===== config.mk =====
export PLATFORM = sky130hd
export DESIGN_NAME = apb_master_flat
export DESIGN_NICKNAME = d
export VERILOG_FILES = /design/src/rtl/apb_pkg.sv /design/src/rtl/apb_master_if.sv /design/src/rtl/apb_timeout_ctr.sv /design/src/rtl/apb_master.sv /design/src/flat_wrapper.sv
export SDC_FILE = /design/constraint.sdc
export NUM_CORES = 1
export LEC_CHECK = 0
export ABC_AREA = 1
export BUFFER_PORTS_ARGS = -buffer_cell sky130_fd_sc_hd__clkbuf_2
export CORE_MARGIN = 2
export CORE_UTILIZATION = 35
export CTS_CLUSTER_SIZE = 14
export DETAILED_ROUTE_END_ITERATION = 6
export REMOVE_ABC_BUFFERS = 1
export SKIP_CTS_REPAIR_TIMING = 1
export SYNTH_ARGS = -nofsm -noshare
export SYNTH_HDL_FRONTEND = slang
export SYNTH_SLANG_ARGS = --single-unit

===== constraint.sdc =====
create_clock -name pclk -period 4.28 [get_ports pclk]
set_clock_uncertainty 0.05 [all_clocks]
set_input_delay 0.856 -clock pclk [delete_from_list [all_inputs] [get_ports pclk]]
set_output_delay 0.856 -clock pclk [all_outputs]
set_load 0.01 [all_outputs]

===== src/rtl/apb_pkg.sv =====
// Shared definitions for the APB requester, apb_uart and their benches:
// FSM state encoding, UART register map and the timeout-counter width rule.
package apb_pkg;

  localparam logic [1:0] ST_IDLE   = 2'd0;
  localparam logic [1:0] ST_SETUP  = 2'd1;
  localparam logic [1:0] ST_ACCESS = 2'd2;
  localparam logic [1:0] ST_RESP   = 2'd3;

  typedef enum logic [2:0] {
    UART_CTRL   = 3'h0,
    UART_STATUS = 3'h1,
    UART_TX     = 3'h2,
    UART_RX     = 3'h3,
    UART_BAUD   = 3'h4
  } uart_reg_e;

  localparam logic [15:0] UART_BAUD_RESET = 16'd868;

  // A zero TIMEOUT still needs a one-bit counter so the port widths stay legal.
  function automatic int unsigned ctr_width(input int unsigned timeout);
    return (timeout < 1) ? 1 : $clog2(timeout + 1);
  endfunction

endpackage


===== src/rtl/apb_master_if.sv =====
// Command stream, response stream and APB bus of one requester, bundled
// with a requester-side (master) and environment-side (slave) view.
interface apb_master_if #(
  parameter int unsigned ADDR_W = 32,
  parameter int unsigned DATA_W = 32
) ();

  logic              cmd_valid;
  logic              cmd_ready;
  logic              cmd_write;
  logic [ADDR_W-1:0] cmd_addr;
  logic [DATA_W-1:0] cmd_wdata;

  logic              rsp_valid;
  logic              rsp_ready;
  logic [DATA_W-1:0] rsp_rdata;
  logic              rsp_timeout;

  logic [ADDR_W-1:0] paddr;
  logic              psel;
  logic              penable;
  logic              pwrite;
  logic [DATA_W-1:0] pwdata;
  logic [DATA_W-1:0] prdata;
  logic              pready;

  modport master (
    input  cmd_valid, cmd_write, cmd_addr, cmd_wdata,
    output cmd_ready,
    output rsp_valid, rsp_rdata, rsp_timeout,
    input  rsp_ready,
    output paddr, psel, penable, pwrite, pwdata,
    input  prdata, pready
  );

  modport slave (
    output cmd_valid, cmd_write, cmd_addr, cmd_wdata,
    input  cmd_ready,
    input  rsp_valid, rsp_rdata, rsp_timeout,
    output rsp_ready,
    input  paddr, psel, penable, pwrite, pwdata,
    output prdata, pready
  );

endinterface


===== src/rtl/apb_timeout_ctr.sv =====
// Saturating ACCESS-cycle counter; expired flags the last cycle allowed
// before the requester gives up on pready. TIMEOUT = 0 never expires.
module apb_timeout_ctr
  import apb_pkg::*;
#(
  parameter int unsigned TIMEOUT = 255
) (
  input  logic pclk,
  input  logic presetn,
  input  logic clear,
  input  logic enable,
  output logic expired
);

  localparam int unsigned CW = ctr_width(TIMEOUT);

  logic [CW-1:0] count_reg;

  always_ff @(posedge pclk) begin
    if (!presetn || clear) begin
      count_reg <= '0;
    end else if (enable && (count_reg != '1)) begin
      count_reg <= count_reg + CW'(1);
    end
  end

  generate
    if (TIMEOUT == 0) begin : g_no_timeout
      assign expired = 1'b0;
    end else begin : g_timeout
      assign expired = (count_reg == CW'(TIMEOUT - 1));
    end
  endgenerate

endmodule


===== src/rtl/apb_master.sv =====
// APB3 requester: one command in, one APB transfer out, one response back.
// Single outstanding transfer; all APB outputs come straight from registers.
module apb_master
  import apb_pkg::*;
#(
  parameter int unsigned ADDR_W  = 32,
  parameter int unsigned DATA_W  = 32,
  parameter int unsigned TIMEOUT = 255
) (
  input logic         pclk,
  input logic         presetn,
  apb_master_if.master bus
);

  logic [1:0]        state_reg;
  logic [ADDR_W-1:0] paddr_reg;
  logic              psel_reg;
  logic              penable_reg;
  logic              pwrite_reg;
  logic [DATA_W-1:0] pwdata_reg;
  logic              rsp_valid_reg;
  logic [DATA_W-1:0] rsp_rdata_reg;
  logic              rsp_timeout_reg;

  logic ctr_clear;
  logic ctr_enable;
  logic expired;

  assign ctr_clear  = (state_reg == ST_SETUP);
  assign ctr_enable = (state_reg == ST_ACCESS) && !bus.pready;

  apb_timeout_ctr #(
    .TIMEOUT (TIMEOUT)
  ) u_timeout_ctr (
    .pclk    (pclk),
    .presetn (presetn),
    .clear   (ctr_clear),
    .enable  (ctr_enable),
    .expired (expired)
  );

  always_ff @(posedge pclk) begin
    if (!presetn) begin
      state_reg       <= ST_IDLE;
      paddr_reg       <= '0;
      psel_reg        <= 1'b0;
      penable_reg     <= 1'b0;
      pwrite_reg      <= 1'b0;
      pwdata_reg      <= '0;
      rsp_valid_reg   <= 1'b0;
      rsp_rdata_reg   <= '0;
      rsp_timeout_reg <= 1'b0;
    end else begin
      case (state_reg)
        ST_IDLE: begin
          if (bus.cmd_valid) begin
            paddr_reg   <= bus.cmd_addr;
            pwrite_reg  <= bus.cmd_write;
            pwdata_reg  <= bus.cmd_wdata;
            psel_reg    <= 1'b1;
            penable_reg <= 1'b0;
            state_reg   <= ST_SETUP;
          end
        end
        ST_SETUP: begin
          penable_reg <= 1'b1;
          state_reg   <= ST_ACCESS;
        end
        ST_ACCESS: begin
          // pready wins over an expiry landing on the same edge.
          if (bus.pready) begin
            psel_reg        <= 1'b0;
            penable_reg     <= 1'b0;
            rsp_rdata_reg   <= pwrite_reg ? '0 : bus.prdata;
            rsp_timeout_reg <= 1'b0;
            rsp_valid_reg   <= 1'b1;
            state_reg       <= ST_RESP;
          end else if (expired) begin
            psel_reg        <= 1'b0;
            penable_reg     <= 1'b0;
            rsp_rdata_reg   <= '0;
            rsp_timeout_reg <= 1'b1;
            rsp_valid_reg   <= 1'b1;
            state_reg       <= ST_RESP;
          end
        end
        default: begin
          if (bus.rsp_ready) begin
            rsp_valid_reg <= 1'b0;
            state_reg     <= ST_IDLE;
          end
        end
      endcase
    end
  end

  assign bus.cmd_ready   = (state_reg == ST_IDLE);
  assign bus.paddr       = paddr_reg;
  assign bus.psel        = psel_reg;
  assign bus.penable     = penable_reg;
  assign bus.pwrite      = pwrite_reg;
  assign bus.pwdata      = pwdata_reg;
  assign bus.rsp_valid   = rsp_valid_reg;
  assign bus.rsp_rdata   = rsp_rdata_reg;
  assign bus.rsp_timeout = rsp_timeout_reg;

endmodule

===== src/flat_wrapper.sv =====
// flat-port wrapper written by rule: the top's interface ports become plain ports
module apb_master_flat import apb_pkg::*;
#(
  parameter int unsigned ADDR_W  = 32,
  parameter int unsigned DATA_W  = 32,
  parameter int unsigned TIMEOUT = 255
)
  (pclk, presetn, bus_cmd_valid, bus_cmd_write, bus_cmd_addr, bus_cmd_wdata, bus_cmd_ready, bus_rsp_valid, bus_rsp_rdata, bus_rsp_timeout, bus_rsp_ready, bus_paddr, bus_psel, bus_penable, bus_pwrite, bus_pwdata, bus_prdata, bus_pready);
  apb_master_if #(.ADDR_W(ADDR_W), .DATA_W(DATA_W)) bus_i ();
  input logic pclk;
  input logic presetn;
  input wire logic [$bits(bus_i.cmd_valid)-1:0] bus_cmd_valid;
  input wire logic [$bits(bus_i.cmd_write)-1:0] bus_cmd_write;
  input wire logic [$bits(bus_i.cmd_addr)-1:0] bus_cmd_addr;
  input wire logic [$bits(bus_i.cmd_wdata)-1:0] bus_cmd_wdata;
  output wire logic [$bits(bus_i.cmd_ready)-1:0] bus_cmd_ready;
  output wire logic [$bits(bus_i.rsp_valid)-1:0] bus_rsp_valid;
  output wire logic [$bits(bus_i.rsp_rdata)-1:0] bus_rsp_rdata;
  output wire logic [$bits(bus_i.rsp_timeout)-1:0] bus_rsp_timeout;
  input wire logic [$bits(bus_i.rsp_ready)-1:0] bus_rsp_ready;
  output wire logic [$bits(bus_i.paddr)-1:0] bus_paddr;
  output wire logic [$bits(bus_i.psel)-1:0] bus_psel;
  output wire logic [$bits(bus_i.penable)-1:0] bus_penable;
  output wire logic [$bits(bus_i.pwrite)-1:0] bus_pwrite;
  output wire logic [$bits(bus_i.pwdata)-1:0] bus_pwdata;
  input wire logic [$bits(bus_i.prdata)-1:0] bus_prdata;
  input wire logic [$bits(bus_i.pready)-1:0] bus_pready;
  assign bus_i.cmd_valid = bus_cmd_valid;
  assign bus_i.cmd_write = bus_cmd_write;
  assign bus_i.cmd_addr = bus_cmd_addr;
  assign bus_i.cmd_wdata = bus_cmd_wdata;
  assign bus_cmd_ready = bus_i.cmd_ready;
  assign bus_rsp_valid = bus_i.rsp_valid;
  assign bus_rsp_rdata = bus_i.rsp_rdata;
  assign bus_rsp_timeout = bus_i.rsp_timeout;
  assign bus_i.rsp_ready = bus_rsp_ready;
  assign bus_paddr = bus_i.paddr;
  assign bus_psel = bus_i.psel;
  assign bus_penable = bus_i.penable;
  assign bus_pwrite = bus_i.pwrite;
  assign bus_pwdata = bus_i.pwdata;
  assign bus_i.prdata = bus_prdata;
  assign bus_i.pready = bus_pready;
  apb_master #(.ADDR_W(ADDR_W), .DATA_W(DATA_W), .TIMEOUT(TIMEOUT)) u_core (.pclk(pclk), .presetn(presetn), .bus(bus_i));
endmodule

# --- After elaboration in Yosys (flattened, before gate mapping) ---
# Index checks and enable logic that the tools add are counted.
word_totals:
  regBits: 111
  mem_bits_rw: 0
  word_cells: 55
  mem_bits_ro: 0
  out_inout_bits: 102
  mem_count: 0
  latch_bits: 0
  inputBits: 102
op_classes:
  multipliers: 0
  n_lt_le_gt_ge: 0
  bitwise: 1
  n_div: 0
  muxes: 19
  eq_ne: 6
  n_addsub: 1
  shifts: 0
  reduce_logical: 18
op_table:
  columns: ["cell", "count"]
  rows:
  - ["$mux W32", 3]
  - ["$reduce_and A3 Y1", 4]
  - ["$add A8 B1 Y8 const B", 1]
  - ["$eq A8 B8 Y1 const B", 1]
  - ["$mux W1", 8]
  - ["$mux W2", 4]
  - ["$ne A8 B8 Y1 const B", 1]
  - ["$pmux W2 S3", 1]
  - ["$reduce_bool A2 Y1", 3]
  - ["$pmux W1 S2", 2]
  - ["$reduce_and A2 Y1", 2]
  - ["$reduce_bool A4 Y1", 1]
  - ["$ne A3 B2 Y1 const B", 1]
  - ["$pmux W1 S3", 1]
  - ["$reduce_bool A3 Y1", 1]
  - ["$eq A2 B1 Y1 const B", 1]
  - ["$eq A2 B2 Y1 const B", 1]
  - ["$logic_and A1 B1 Y1", 2]
  - ["$logic_not A1 Y1", 2]
  - ["$logic_not A2 Y1", 1]
  - ["$ne A2 B2 Y1 const B", 1]
  - ["$reduce_or A2 Y1", 1]
  - ["$logic_or A1 B1 Y1", 1]
  - ["$not A1 Y1", 1]

# --- Longest topological paths before layout ---
# Gate-level depths: netlist of the first run.
depth:
  word_depth: 4
  mapped_depth: 11

# --- Hierarchy ---
# Synthesis of the first run repeated with hierarchy kept, for this count alone.
unflattened:
  cells_unflattened: 545
  area_unflattened_um2: 4322.9
modules_own_cells:
  columns: ["mod", "cells_per_inst", "area_per_inst_um2", "instances", "seq_area_each_um2"]
  rows:
  - ["apb_master", 479, 3851.2, 1, 2062.0]
  - ["apb_timeout_ctr", 66, 471.7, 1, 160.2]

# --- Worst setup path before layout of the first run ---
# OpenSTA, ideal clock, no wires.
synth_path:
  path_kind: "input to register"
  start: "in bus_pready"
  end: "reg u_core.rsp_rdata_reg[4], in the netlist u_core.bus.rsp_rdata[4]"
  path_stages: 7
  setup_time_ns: 0.064
  path_slack_ns: 2.590
  t_arrival_ns: 1.576
  required_time_ns: 4.166
  path_buffers: 1
  cell_sequence: "inv_1 > nor2_2 > buf_2 > nand2_1 > nand3_1 > nand2_1 > nor2_1"
synth_between:
  elab_chain_len: 2
synth_rtl:
  columns: ["element", "line_no", "rtl"]
  rows:
  - ["start, declared", "flat_wrapper.sv:27", "input wire logic [$bits(bus_i.pready)-1:0] bus_pready;"]
  - ["$reduce_bool A2 Y1 (no source line)", null, null]
  - ["$reduce_and A2 Y1 (no source line)", null, null]
  - ["end signal, assigned", "apb_master.sv:74", "rsp_rdata_reg <= pwrite_reg ? '0 : bus.prdata;"]
  - ["end, declared", "apb_master.sv:22", "logic [DATA_W-1:0] rsp_rdata_reg;"]
# Parallel ways exist; a longest one is shown, timed or not.
# A chain may end at the register's enable or synchronous reset.

# --- Worst setup path after layout of the first run ---
layout_path:
  start: "in presetn"
  end: "reg u_core.u_timeout_ctr.count_reg[4]"
layout_between:
  elab_chain_len: 2
layout_rtl:
  columns: ["element", "line_no", "rtl"]
  rows:
  - ["start, declared", "flat_wrapper.sv:11", "input logic presetn;"]
  - ["$logic_not A1 Y1", "apb_timeout_ctr.sv:20", "if (!presetn || clear) begin"]
  - ["$logic_or A1 B1 Y1", "apb_timeout_ctr.sv:20", null]
  - ["end signal, assigned", "apb_timeout_ctr.sv:23", "count_reg <= count_reg + CW'(1);"]
  - ["end, declared", "apb_timeout_ctr.sv:17", "logic [CW-1:0] count_reg;"]
# Every way passes these cells.

==> results of run 1 <==
worst max-delay path by stage:
stage | startpoint | cells past startpoint | to
finish | presetn | 5 | u_core.u_timeout_ctr.count_reg[4]
CTS | presetn | 5 | u_core.u_timeout_ctr.count_reg[4]
global placement | presetn | 5 | u_core.u_timeout_ctr.count_reg[4]
detailed placement | presetn | 5 | u_core.u_timeout_ctr.count_reg[4]
floorplan | bus_cmd_valid | 4 | u_core.bus.paddr[0]
global route | presetn | 5 | u_core.u_timeout_ctr.count_reg[4]
power breakdown:
group | switching, W | internal, W
registers | 0.000124 | 0.00126
logic | 0.000748 | 0.000439
clock network | 0.000382 | 0.000532
cell usage after synthesis:
cell type and count:
o21ai_0 69, clkbuf_1 19, nand2_2 2, buf_2 14
a21boi_0 1, buf_6 2, xor2_1 1, dfxtp_1 111
inv_1 30, nor2_2 2, nand3_1 37, ha_1 7
xnor2_1 1, nand2_1 92, a21oi_1 41, buf_1 3
nand2_4 1, nor2_4 1, nor3_1 1, buf_4 2
nand4_1 1, nor2_1 185
worst max-delay path: cells and delay by family:
kind | cells | cell delay, ps
and+or+nand+nor | 1 | 400
buffers and inverters | 2 | 820
AOI/OAI and AO/OA | 2 | 290
logic make-up after synthesis:
logic type / Yosys count / share of synthesized area [%]
AND/OR/NAND/NOR: 322 / 28.7
adder cells (fa/ha/maj): 7 / 1.96
flip-flops: 111 / 49.7
XOR/XNOR: 2 / 0.392
buffers and inverters: 70 / 6.77
AO/OA/AOI/OAI: 111 / 12.5
through the flow:
step	setup slack, ps	hold WS (ps)	area, sq um	util [%]
final	2120	412	5880	46.8
after global routing	1870	447	5880	46.8
after CTS	2080	417	5880	46.8
after detailed placement	1720	406	5550	44.1
after global placement	1800	405	5550	44.1
after floorplan	1290	405	4280	-
final cells by class:
cell class | instances | area (sq um) | area share (%)
multi-input cells | 442 | 1950 | 33.2
clock inverters | 6 | 90.1 | 1.53
repair buffers | 207 | 1050 | 17.8
inverters | 30 | 113 | 1.92
clock buffers | 10 | 239 | 4.07
flip-flops and latches | 111 | 2220 | 37.8
well taps | 172 | 215 | 3.66
metal layers:
metal	vias to the layer above	track usage [%]
met5	-	0
met4	0	8.00
met3	18	7.00
met2	169	26.0
met1	1902	19.9
li1	2324	-
==> flow_summary.ini, run 1 <==
[run_status]
status = finished, final reports clean

[global_route]
grt_pass1_vias = 3817
grt_max_degree = 66
antenna_found_initial = 0
grt_overflow_total = 0
grtUsageTotal_pct = 16.7
grt_pass1_wl_microns = 18100

[drt]
drt_iter0_markers = 203
drcViolationCount = 0
ant_nets = 0
dr_wl_met2_microns = 5020
route.met3.wl_microns = 1240
first_pass_iters = 6
wl_met1_microns = 5030
top_layer = met4
finalWirelength_microns = 11600
vias_per_cell = 4.51
num_vias = 4413
wl_per_cell_microns = 11.8

[critical_path]
crit_chain = clkbuf_2, inv_1, nor2_1, o21ai_0, a21oi_1
rr_startpoint = u_core.state_reg[0]
r2r-end = u_core.state_reg[0]
critPathMaxStageDelay_ps = 470
start_kind = primary input
crit_fanout = 32
reg2reg_slack_ps = 2250
rr_worst_depth = 10
end_kind = register
critPathRequiredTime_ps = 4510
crit_slowest_cell = clkbuf_2
critPathKind = primary input to register
worstPathArrival_ps = 2390

[yosys]
yosysSeqAreaShare_pct = 49.7
yosysTopAreaCellShare_pct = 49.7
syn_area_sq_um = 4470
synth_cell_type_count = 22
yosys.area.top_type = dfxtp_1
yosys-top-cells-area = dfxtp_1 50%, nor2_1 16%, nand2_1 7.7%
synth.avg_cell_area_sq_um = 7.18
ys_ff_latch = 111
synth_warnings = 0
synth_cells = 623

[floorplanning]
initial_core_util_pct = 35.6
fp.dieH_microns = 117
core_sq_um = 12600
die_width_microns = 117
core.rowCount = 41
io_pins = 204
die_area_sq_um = 13700

[cells_and_area]
drive_gt1_share_pct = 28.8
final_common_cell = clkbuf_2
fillCellCount = 1270
diodes = 0
final_cells = 978
syn2layout_area_growth_pct = 31.4
fin_nets = 910
final_cell_mix = 203 x clkbuf_2, 185 x nor2_1, 111 x dfxtp_1

[timing]
hold_violations = 0
min_period_ps = 2160
worstMarginPinSlew_ps = 1080
finalCritPeriodShare_pct = 50.4
finalMaxSlewViolations = 0
max_clock_freq_mhz = 463
tns_ps = 0
rsz0062_at_grt = false
relSlewSlack_pct = 28.3
setup_viol = 0

[placed_design]
place_congestion = 0.809
numPortBuffers = 203
dp.cells = 962
place_hpwl_microns = 8260

[job]
drv_cap = 0

[power]
vdd_ir_drop_max_mv = 0.247
p_leak_nw = 2.86
powerDensity_nw_per_um2 = 594
finalPower_w = 0.00349

[worst_hold_path]
whs_endpoint = u_core.bus.rsp_rdata[13]
hold_path_depth = 2
min_path_type = register to register
worstHoldStart = u_core.bus.rsp_rdata[13]

[cts]
cts_root_buffer = clkbuf_16
cts_tree = yes
clkSinkCount = 111
cts.path.max_buffers = 2
cts_htree_levels = 3
clk_pin_slew_ps = 70
clk_latency_ps = 350
cts_inserted_buffers = 9
(Power assumes the default switching activity.)
==> run 2: changes to the inputs <==
ABC_AREA = 0   (was 1)
clock period = 2 ns   (was 4.28 ns; I/O delays follow)
==> run 2 against run 1 <==
  * Total power up 80%
  * Design area decreased by 2.2%
  * Sequential power rose by 94%
  * Routed wire length down 3.4%
  * Clock power rose by 88%
  * Cell count down 12%
  * Critical path depth rose by 1
  * Hold slack worse by 200 ps
  * Global-route usage decreased by 0.39 points
==> flow_summary.ini, run 2 <==
[cells_and_area]
final_cell_mix = 203 x nand2_1, 203 x clkbuf_2, 111 x dfxtp_1
syn2layout_area_growth_pct = 33.3
fillCellCount = 1218
diodes = 0
fin_nets = 814
drive_gt1_share_pct = 33.4
final_cell_area_sq_um = 5750

[global_route]
grt_max_degree = 68
antenna_found_initial = 0
grt_pass1_wl_microns = 17200
grt_pass1_vias = 3629
grt_overflow_total = 0
grtUsageTotal_pct = 16.3

[timing]
relSlewSlack_pct = 64.8
hold_violations = 0
worstMarginPinSlew_ps = 528
worst_hold_slack_ps = 212
finalCritPeriodShare_pct = 87.8
setup_viol = 0
min_period_ps = 1760
max_clock_freq_mhz = 569
rsz0062_at_grt = false
finalMaxSlewViolations = 0

[floorplanning]
die_area_sq_um = 13200
io_pins = 204
core.rowCount = 40
initial_core_util_pct = 35.9
core_sq_um = 12000
die_width_microns = 115
fp.dieH_microns = 115

[yosys]
synth.avg_cell_area_sq_um = 8.36
syn_area_sq_um = 4310
yosysTopAreaCellShare_pct = 51.5
synth_ff_type = dfxtp_1
yosysSeqAreaShare_pct = 51.5
synth_cell_type_count = 37
yosys.area.top_type = dfxtp_1
synth_warnings = 0
ys_async_sr_fraction_pct = 0
yosys-top-cells-area = dfxtp_1 52%, nand2_1 18%, a21oi_1 8.1%
yosysMostFrequentCell = nand2_1
synth_common_cells = 204 x nand2_1, 111 x dfxtp_1, 70 x a21oi_1
synth_edf_count = 0
ys_ff_latch = 111
synth_cells = 516

[critical_path]
r2r-end = u_core.bus.paddr[8]
start_kind = register
crit_slowest_cell = and2_2
rr_startpoint = u_core.state_reg[0]
critPathRequiredTime_ps = 2230
reg2reg_slack_ps = 240
crit_fanout = 27
crit_chain = inv_1, ha_1, and2_2, buf_4, nand2_1, a21oi_1
critPathMaxStageDelay_ps = 510
end_kind = register
critPathKind = register to register
rr_worst_depth = 6
worstPathArrival_ps = 1990

[placed_design]
numPortBuffers = 203
place_hpwl_microns = 8050
place_congestion = 0.786
placed_cell_area_sq_um = 5470

[power]
powerDensity_nw_per_um2 = 1090
vdd_ir_drop_max_mv = 0.420
p_leak_nw = 2.78
finalPower_w = 0.00627

[drt]
top_layer = met4
wl_per_cell_microns = 13.0
finalWirelength_microns = 11200
drt_iter0_markers = 182
ant_nets = 0
wl_met1_microns = 4780
route.met3.wl_microns = 517
vias_per_cell = 4.70
num_vias = 4026
first_pass_iters = 4
dr_wl_met2_microns = 5630
drcViolationCount = 0

[worst_hold_path]
min_path_type = primary input to register
whs_endpoint = u_core.bus.pwdata[11]
worstHoldStart = bus_cmd_wdata[11]
hold_path_depth = 3

[run_status]
status = finished, final reports clean

[cts]
cts.path.max_buffers = 2
clkSinkCount = 111
clk_latency_ps = 350
cts_root_buffer = clkbuf_16
clk_pin_slew_ps = 80
cts_tree = yes
cts_inserted_buffers = 9
cts_htree_levels = 3

[job]
drv_cap = 0
-- run 2: stage by stage --
stage	setup TNS (ps)	util, %	setup WS [ps]	std cells
finish	0	47.9	243	857
CTS	0	47.9	220	857
global route	0	47.9	37.2	857
detailed placement	0	45.5	221	841
global placement	0	45.5	316	841
floorplan	-18660	-	-364	482
-- run 2: area by class of cell --
type                    count  area (sq um)  area share (%)
repair buffers            212          1130            19.7
inverters                   6          22.5           0.392
multi-input cells         365          1910            33.2
clock inverters             6          52.6           0.914
well taps                 147           184            3.20
clock buffers              10           229            3.98
flip-flops and latches    111          2220            38.6
-- run 2: worst max-delay path, delay by kind of cell, from the launching register on --
family                   cells  cell delay (ps)
AND/OR/NAND/NOR              2              580
flip-flops                   1              340
AO/OA/AOI/OAI                1              120
adder cells (fa/ha/maj)      1              210
buffers and inverters        2              390
-- run 2: cells by family after synthesis --
kind of cell | synth area share [%]
AND/OR/NAND/NOR | 22.1
AO/OA/AOI/OAI | 10.8
multiplexers | 7.89
flip-flops | 51.5
buffers and inverters | 4.61
XOR/XNOR | 1.02
adder cells (fa/ha/maj) | 2.03
-- run 2: where the power goes --
group | switching (W) | internal (W)
Sequential | 0.000174 | 0.00253
Combinational | 0.00111 | 0.000744
Clock | 0.000847 | 0.000869
-- run 2: how the worst max path moves through the flow --
| stage | from | endpoint | slack (ps) | cells past startpoint |
|---|---|---|---|---|
| 6_report | u_core.state_reg[0] | u_core.bus.paddr[8] | 240 | 6 |
| 5_1_grt | u_core.state_reg[0] | u_core.bus.pwdata[24] | 40 | 6 |
| 4_1_cts | u_core.state_reg[0] | u_core.bus.pwdata[25] | 220 | 6 |
| 3_5_place_dp | u_core.state_reg[0] | u_core.bus.pwdata[25] | 220 | 6 |
| 3_3_place_gp | u_core.state_reg[0] | u_core.bus.paddr[0] | 320 | 6 |
| 2_1_floorplan | u_core.u_timeout_ctr.count_reg[0] | u_core.bus.rsp_rdata[0] | -360 | 6 |
-- run 2: metal layers --
metal  track usage (%)  up-vias
met1              19.5     1847
met2              28.0       98
met4              7.31        0
met5                 0        -
li1                  -     2061
met3              3.48       20
==> run 3: changes to the inputs <==
PLACE_DENSITY = 0.62   (was not set)
==> run 3 against run 2 <==
  * Design area increased by 0.24%
  * Critical path depth fell by 3
  * Count of clock-buffer cells in the layout rose by 4
  * Routed wire length is 2.6% higher
  * Critical endpoint is now bus_cmd_ready
  * Largest cell class unchanged
==> flow_summary.ini, run 3 (same netlist as run 2, synthesis figures left out) <==
[run_status]
status = finished, final reports clean

[placed_design]
place_hpwl_microns = 8350
place_congestion = 0.777
pre_cts_slack_ps = 328
numPortBuffers = 203

[drt]
first_pass_iters = 4
drcViolationCount = 0
num_vias = 4067
wl_per_cell_microns = 13.4
finalWirelength_microns = 11500
drt_iter0_markers = 242
vias_per_cell = 4.74
ant_nets = 0

[timing]
worstMarginPinSlew_ps = 343
fin_ws_ps = 291
setup_viol = 0
finalCritPeriodShare_pct = 85.4
tns_ps = 0
hold_violations = 0
rsz0062_at_grt = false
finalMaxSlewViolations = 0
min_period_ps = 1710
relSlewSlack_pct = 77.1
max_clock_freq_mhz = 585

[critical_path]
crit_chain = inv_1, ha_1, clkbuf_2
crit_fanout = 5
crit_slowest_cell = dfxtp_1
start_kind = register
critPathMaxStageDelay_ps = 390
end_kind = output pin
critPathRequiredTime_ps = 1550
worstPathArrival_ps = 1260
critPathKind = register to output pin

[floorplanning]
die_width_microns = 115
die_area_sq_um = 13200
io_pins = 204
fp.dieH_microns = 115
core.rowCount = 40
initial_core_util_pct = 35.9
core_sq_um = 12000

[global_route]
grtUsageTotal_pct = 17.3
grt_overflow_total = 0
antenna_found_initial = 0
grt_pass1_wl_microns = 18300
grt_max_degree = 61
grt_pass1_vias = 3895

[cells_and_area]
final_cell_mix = 203 x nand2_1, 203 x clkbuf_2, 111 x dfxtp_1
drive_gt1_share_pct = 33.3
diodes = 0
fin_nets = 815
syn2layout_area_growth_pct = 33.6

[cts]
clk_latency_ps = 350
clk_pin_slew_ps = 70
cts_inserted_buffers = 9
cts_tree = yes
cts.path.max_buffers = 2
clkSinkCount = 111
cts_htree_levels = 3
cts_root_buffer = clkbuf_16

[power]
vdd_ir_drop_max_mv = 0.522
p_leak_nw = 2.80
finalPower_w = 0.00631
powerDensity_nw_per_um2 = 1090

[job]
drv_cap = 0

[worst_hold_path]
min_path_type = primary input to register
## run 3: layer usage
metal  GRT usage, %  routed length, microns  up-vias
li1               -                       -     2054
met1           19.9                    4700     1879
met2           29.4                    5800      104
met3           5.38                     552       30
met4           7.95                     405        0
met5              0                       0        -
## run 3: cell type report
type | instances | area [sq um]
Sequential cell | 111 | 2220
Clock buffer | 14 | 274
Timing Repair Buffer | 213 | 1140
Clock inverter | 2 | 13.8
Inverter | 6 | 22.5
Tap cell | 147 | 184
Fill cell | 1228 | 6250
Multi-Input combinational cell | 365 | 1910
## run 3: report_power, final
group | total (W) | internal, W | switching, W
sequential | 0.00270 | 0.00253 | 0.000175
combinational | 0.00187 | 0.000753 | 0.00111
clock | 0.00174 | 0.000950 | 0.000791
## run 3: path summary, 6_finish.rpt
path / start / endpoint / slack [ps] / cells past startpoint
setup reg to reg: u_core.state_reg[0] / u_core.state_reg[1] / 310 / 6
setup / recovery: u_core.state_reg[0] / bus_cmd_ready / 290 / 3
hold / removal: bus_cmd_addr[23] / u_core.bus.paddr[23] / 220 / 3
hold reg to reg: u_core.bus.paddr[21] / u_core.bus.paddr[21] / 400 / 2
## run 3: worst max-delay path: cells and delay by family, from the launching register on
family | cells | cell delay (ps)
flops | 1 | 390
fa+ha+maj | 1 | 260
buf+inv | 2 | 250
## run 3: through the flow
stage	instance area, sq um	util [%]	instances	hold WS, ps
after CTS	5760	48.0	858	194
after detailed placement	5480	45.6	842	395
after global placement	5480	45.6	842	391
final	5760	48.0	858	216
after global routing	5760	48.0	858	202
after floorplan	4140	-	482	418
